### src/rtl/hamming_dec_engine.sv
// Hamming(15,11) single-error-correcting decoder engine.
// On each request it walks NUM_MSG codewords held as byte pairs in data memory,
// corrects at most one flipped bit per codeword and writes the 11 recovered data
// bits back as byte pairs. err_cnt reports how many codewords needed a correction.
//
// state | meaning
// ------+---------------------------------------------------------------
// IDLE  | waiting for req; idx and err_cnt are cleared on the start edge
// RD_LO | drive input low-byte address, capture codeword[8:1]
// RD_HI | drive input high-byte address, capture codeword[15:9]
// CORR  | syndrome, single-bit correction, data extraction, err_cnt update
// WR_LO | write d[8:1] to the output low byte
// WR_HI | write {5'b0, d[11:9]}; advance idx or finish the run
// DONE  | one-cycle ack, then back to IDLE
module hamming_dec_engine #(
    parameter int NUM_MSG  = 15,
    parameter int IN_BASE  = 64,
    parameter int OUT_BASE = 94,
    parameter int ADDR_W   = 8
) (
    input  logic              clk,
    input  logic              reset,
    input  logic              req,
    output logic              ack,
    output logic [ADDR_W-1:0] mem_addr,
    output logic              mem_wr_en,
    output logic [7:0]        mem_wr_data,
    input  logic [7:0]        mem_rd_data,
    output logic [3:0]        err_cnt
);

    localparam int IDX_W = (NUM_MSG > 1) ? $clog2(NUM_MSG) : 1;

    // Codeword positions carrying data, in order d1..d11.
    localparam logic [3:0] DATA_POS [11] = '{4'd3, 4'd5, 4'd6, 4'd7, 4'd9, 4'd10,
                                              4'd11, 4'd12, 4'd13, 4'd14, 4'd15};

    typedef enum logic [2:0] {
        IDLE  = 3'd0,
        RD_LO = 3'd1,
        RD_HI = 3'd2,
        CORR  = 3'd3,
        WR_LO = 3'd4,
        WR_HI = 3'd5,
        DONE  = 3'd6
    } state_t;

    state_t            state_q;
    state_t            state_d;
    logic [IDX_W-1:0]  idx_q;
    logic [7:0]        lo_q;
    logic [6:0]        hi_q;
    logic [10:0]       data_q;
    logic [15:1]       cw;
    logic [3:0]        syn;
    logic [10:0]       corr_data;
    logic              last_msg;
    logic [ADDR_W-1:0] idx_ofs;
    logic [ADDR_W-1:0] in_addr;
    logic [ADDR_W-1:0] out_addr;

    assign cw       = {hi_q, lo_q};
    assign last_msg = (idx_q == IDX_W'(NUM_MSG - 1));
    assign idx_ofs  = ADDR_W'({idx_q, 1'b0});
    assign in_addr  = ADDR_W'(IN_BASE) + idx_ofs;
    assign out_addr = ADDR_W'(OUT_BASE) + idx_ofs;

    // Syndrome is the XOR of the indices of all set positions; a nonzero value
    // names the single position to invert. Only data positions are rebuilt, so
    // a flipped parity bit simply drops out.
    always_comb begin
        syn = '0;
        for (int p = 1; p <= 15; p++) begin
            if (cw[p]) syn = syn ^ 4'(p);
        end
        corr_data = '0;
        for (int k = 0; k < 11; k++) begin
            corr_data[k] = cw[DATA_POS[k]] ^ (syn == DATA_POS[k]);
        end
    end

    // State register.
    always_ff @(posedge clk) begin
        if (reset) state_q <= IDLE;
        else       state_q <= state_d;
    end

    // Next-state and memory-port decode.
    always_comb begin
        state_d     = state_q;
        ack         = 1'b0;
        mem_addr    = '0;
        mem_wr_en   = 1'b0;
        mem_wr_data = '0;
        case (state_q)
            IDLE:  if (req) state_d = RD_LO;
            RD_LO: begin
                mem_addr = in_addr;
                state_d  = RD_HI;
            end
            RD_HI: begin
                mem_addr = in_addr + ADDR_W'(1);
                state_d  = CORR;
            end
            CORR:  state_d = WR_LO;
            WR_LO: begin
                mem_wr_en   = 1'b1;
                mem_addr    = out_addr;
                mem_wr_data = data_q[7:0];
                state_d     = WR_HI;
            end
            WR_HI: begin
                mem_wr_en   = 1'b1;
                mem_addr    = out_addr + ADDR_W'(1);
                mem_wr_data = {5'b0, data_q[10:8]};
                state_d     = last_msg ? DONE : RD_LO;
            end
            DONE: begin
                ack     = 1'b1;
                state_d = IDLE;
            end
            default: state_d = IDLE;
        endcase
    end

    // Datapath: message index, captured bytes, corrected data and error count.
    always_ff @(posedge clk) begin
        if (reset) begin
            idx_q   <= '0;
            lo_q    <= '0;
            hi_q    <= '0;
            data_q  <= '0;
            err_cnt <= '0;
        end else begin
            case (state_q)
                IDLE: begin
                    if (req) begin
                        idx_q   <= '0;
                        err_cnt <= '0;
                    end
                end
                RD_LO: lo_q <= mem_rd_data;
                RD_HI: hi_q <= mem_rd_data[6:0];
                CORR: begin
                    data_q <= corr_data;
                    if (syn != 4'd0 && err_cnt != 4'hF) err_cnt <= err_cnt + 4'd1;
                end
                WR_HI: if (!last_msg) idx_q <= idx_q + IDX_W'(1);
                default: ;
            endcase
        end
    end

endmodule

### config.mk
export PLATFORM = sky130hd
export DESIGN_NAME = hamming_dec_engine
export DESIGN_NICKNAME = d
export VERILOG_FILES = /design/src/rtl/hamming_dec_engine.sv
export SDC_FILE = /design/constraint.sdc
export NUM_CORES = 1
export LEC_CHECK = 0
export BUFFER_PORTS_ARGS = -buffer_cell sky130_fd_sc_hd__buf_2
export CAP_MARGIN = 20
export CORE_ASPECT_RATIO = 2
export CORE_MARGIN = 2
export CORE_UTILIZATION = 40
export DETAILED_ROUTE_END_ITERATION = 10
export PLACE_DENSITY = 0.68
export SLEW_MARGIN = 20
export SYNTH_ARGS = -nofsm -noshare
export SYNTH_HDL_FRONTEND = slang
export SYNTH_SLANG_ARGS = --single-unit
export TNS_END_PERCENT = 20
### constraint.sdc
create_clock -name clk -period 2.95 [get_ports clk]
set_input_delay 0.1475 -clock clk [delete_from_list [all_inputs] [get_ports clk]]
set_output_delay 0.1475 -clock clk [all_outputs]
set_load 0.03 [all_outputs]
==> results.txt <==
For this run, design rule violations remaining after detail routing come to 0. The tools report the final hold violation count as 0. Setup violations remaining at the end of the flow were counted as 0.

The detailed router finished its first iteration with 40 violations. The sum of negative setup slack is 0 ns, and the total buffers and inverters traversed by the critical path is 0. For the total of max-cap violations, the log shows 0.

STA classifies the critical path startpoint as a flop. The run gives 0.977 nW as the leakage dissipation. Setup repair after global routing left no endpoint under its margin. Timing would allow up to 0.405 GHz. The clock passes through at most 2 buffers.

Row generation in the floorplan step produced 38 rows. Once detail routing completed, the nets flagged for antenna violations numbered 0. For this run, the number of Yosys warnings is 0.

The net count after synthesis was 285; the number of buffers added on ports was 31. The proportion of synthesized flip-flops having asynchronous set or reset is 0%, and the clock transition at the registers of the reported paths is 0.08 ns. CTS placed an instance of clkbuf_8 at the clock tree root. The first global-routing pass estimated 7780 um of wire. The signal on the critical path passes through xnor2_1, xnor3_2, xor2_2, mux2i_1, a311o_1, or3_1, a21oi_1. Data on the critical path is required at its endpoint by 3.18 ns.

The HPWL after detailed placement is 3400 um. In this run the standard cell core region covers 0.00533 mm^2. The count of pins over their slew limit was 0; the first-pass detailed-route iteration total was 4. The die covers 0.00606 mm^2. For this design the top-level I/O count stands at 33. The clock reaches the later pin of the worst-skew pair after 0.30 ns. The area fraction of the dominant cell type after synthesis was 34.1%; the power per cell area was 609 mW/mm^2.

The biggest fanout along the worst timing path is 5, and the data arrival time of the worst path is 2.70 ns. Entering global routing, the biggest net connects 36 pins. Hold repair after CTS inserted 0 buffers.

Worst min-delay path category: in -> reg. The total of cells resized after clock tree synthesis was 0; the area growth from synthesis to final layout was 14.0%. The overall via count from detail_route was 1862; the net count of the finished layout was 311. The die is 56.1 um wide.

Summing internal, switching and leakage power gives 1.51 mW. For the weighted congestion reported at the end of routability-driven placement, the log shows 0.899. The synthesized design contains 0 enable-type register cells. The worst path meets setup with 0.482 ns of slack. In the synthesized netlist, the number of instances is 270. After layout, the worst path uses 83.7% of the clock period. The post-route netlist has 15.2% of its cells at a drive strength greater than 1. At the pin with the least slew margin, the transition time is 0.732 ns.

The run gives 0 as the number of antenna violations at the first check in global routing. The final antenna diode count was 0. Hold timing on the final database bottoms out at a slack of 0.0880 ns. Dividing the synthesized area by the synthesized cell count gives 8.04 um^2. Of all cell types, the one taking the most synthesized area is dfxtp_1.

By area the synthesized netlist is led by dfxtp_1, nor2_1, xnor2_1. The die is 108 um tall. Critical path class: reg -> reg.

The worst-path cell with the longest stage delay was xnor3_2. The overall global routing resource usage was 16.1%; the maximum single-stage delay on the critical path was 0.53 ns. The post-CTS setup-driven buffer insertion count came out at 0.

The total length of routed wires is 4550 um, and the worst supply voltage drop on vdd is 0.000466 V. Dividing the detail-routed wire length by the instance count gives 12.8 um. The run finished with clean final reports.

The most used flip-flop cell after synthesis was dfxtp_1. Once the floorplan was initialized, standard cells occupied 40.7% of the core. The logs give 37 for the number of unique standard cell types used by synthesis and 37 for the sink count of the clock tree.

The level count of the clock H-tree is 2. The synthesized area came out at 0.00217 mm^2. By count the netlist is led by nor2_1, dfxtp_1, nand2_1, xnor2_1, a21oi_1.

The worst-case clock skew came out at 0.00510 ns. On the critical path the largest part of the delay comes from XOR/XNOR gates. Headroom to the max-slew limit came out at 51.1%. The part of the Yosys area used for sequential elements was 34.1%; the number of global-route vias before repair was 1760. The sum of overflow across all layers after global routing was 0; the number of synthesized register bits was 37. TritonCTS built the clock tree.

By instance count, the leading cell after synthesis is nor2_1. STA classifies the critical path endpoint as a flop. Using the TritonRoute via totals, the vias-per-cell ratio works out to 5.22. Counting the buffers created by CTS gives 5.

The minimum period implied by the final worst setup slack was 2.47 ns. OpenSTA, run right after detailed placement, puts the worst setup slack at 0.523 ns.
path summary, 6_finish.rpt:
path / slack, ns / depth (start not counted) / from / to
setup / recovery: 0.48 / 7 / lo_q[6]$_SDFFE_PP0N_ / err_cnt[3]$_SDFFE_PP0P_
hold / removal: 0.09 / 3 / mem_rd_data[7] / lo_q[7]$_SDFFE_PP0N_
setup reg to reg: 0.48 / 7 / lo_q[6]$_SDFFE_PP0N_ / err_cnt[3]$_SDFFE_PP0P_
hold reg to reg: 0.50 / 2 / data_q[7]$_SDFFE_PP0P_ / data_q[7]$_SDFFE_PP0P_
registers in the layout, summed over array words and instances (netlist names):
signal	count
err_cnt	4
data_q	11
hi_q	7
lo_q	8
idx_q	4
state_q	3
worst reg2reg max path: cells and delay by family, from the launching register on:
kind,cells,cell delay (ns)
compound gates,2,0.51
xor+xnor,3,1.02
flops,1,0.37
mux,1,0.15
simple gates,1,0.35
layer usage:
metal  routed length, um  global-route usage (%)
met2                2260                    28.1
met5                   0                       0
met4                  82                    7.48
met1                2040                    18.6
met3                 171                    3.11
cell families (layout without fill, tap and decap cells):
| logic type | after synthesis | count (layout) | synth area share [%] |
|---|---|---|---|
| multiplexers | 14 | 14 | 6.46 |
| XOR/XNOR | 34 | 34 | 16.0 |
| other | 1 | 1 | 0.173 |
| AND/OR/NAND/NOR | 113 | 113 | 23.6 |
| adder cells (fa/ha/maj) | 4 | 4 | 2.31 |
| AO/OA/AOI/OAI | 46 | 46 | 13.5 |
| flip-flops | 37 | 37 | 34.1 |
| buffers and inverters | 21 | 48 | 3.81 |
stage by stage:
step	area (um^2)	std cells	util [%]
2_1_floorplan	2170	270	-
5_1_grt	2470	357	46.5
4_1_cts	2470	357	46.5
6_report	2470	357	46.5
3_5_place_dp	2360	349	44.3
3_3_place_gp	2360	349	44.3
power breakdown:
| part | total, mW | internal [mW] | switching [mW] |
|---|---|---|---|
| sequential | 0.580 | 0.531 | 0.0491 |
| combinational | 0.483 | 0.205 | 0.277 |
| clock | 0.444 | 0.253 | 0.191 |
| total | 1.51 | 0.989 | 0.518 |
cell usage in the layout, fill, tap and decap left out, types with 4 or more instances in the layout:
cell type	Yosys	routed
nor3_1	6	6
xor2_1	10	10
nand2b_1	8	8
and2_1	6	6
clkbuf_8	0	5
o21ai_0	4	4
dfxtp_1	37	37
a211oi_1	11	11
a31oi_1	4	4
ha_1	4	4
nor2_1	47	47
a21oi_1	17	17
xnor2_1	20	20
buf_2	0	31
nand2_1	27	27
nand3_1	5	5
mux2i_1	14	14
inv_1	7	7
cell type report:
class,count,area (um^2)
Fill cell,553,2850
Multi-Input combinational cell,212,1350
Sequential cell,37,741
Timing Repair Buffer,33,170
Tap cell,60,75.1
Clock buffer,5,68.8
Clock inverter,3,46.3
Inverter,7,26.3
Power figures use the tool's default switching activity.
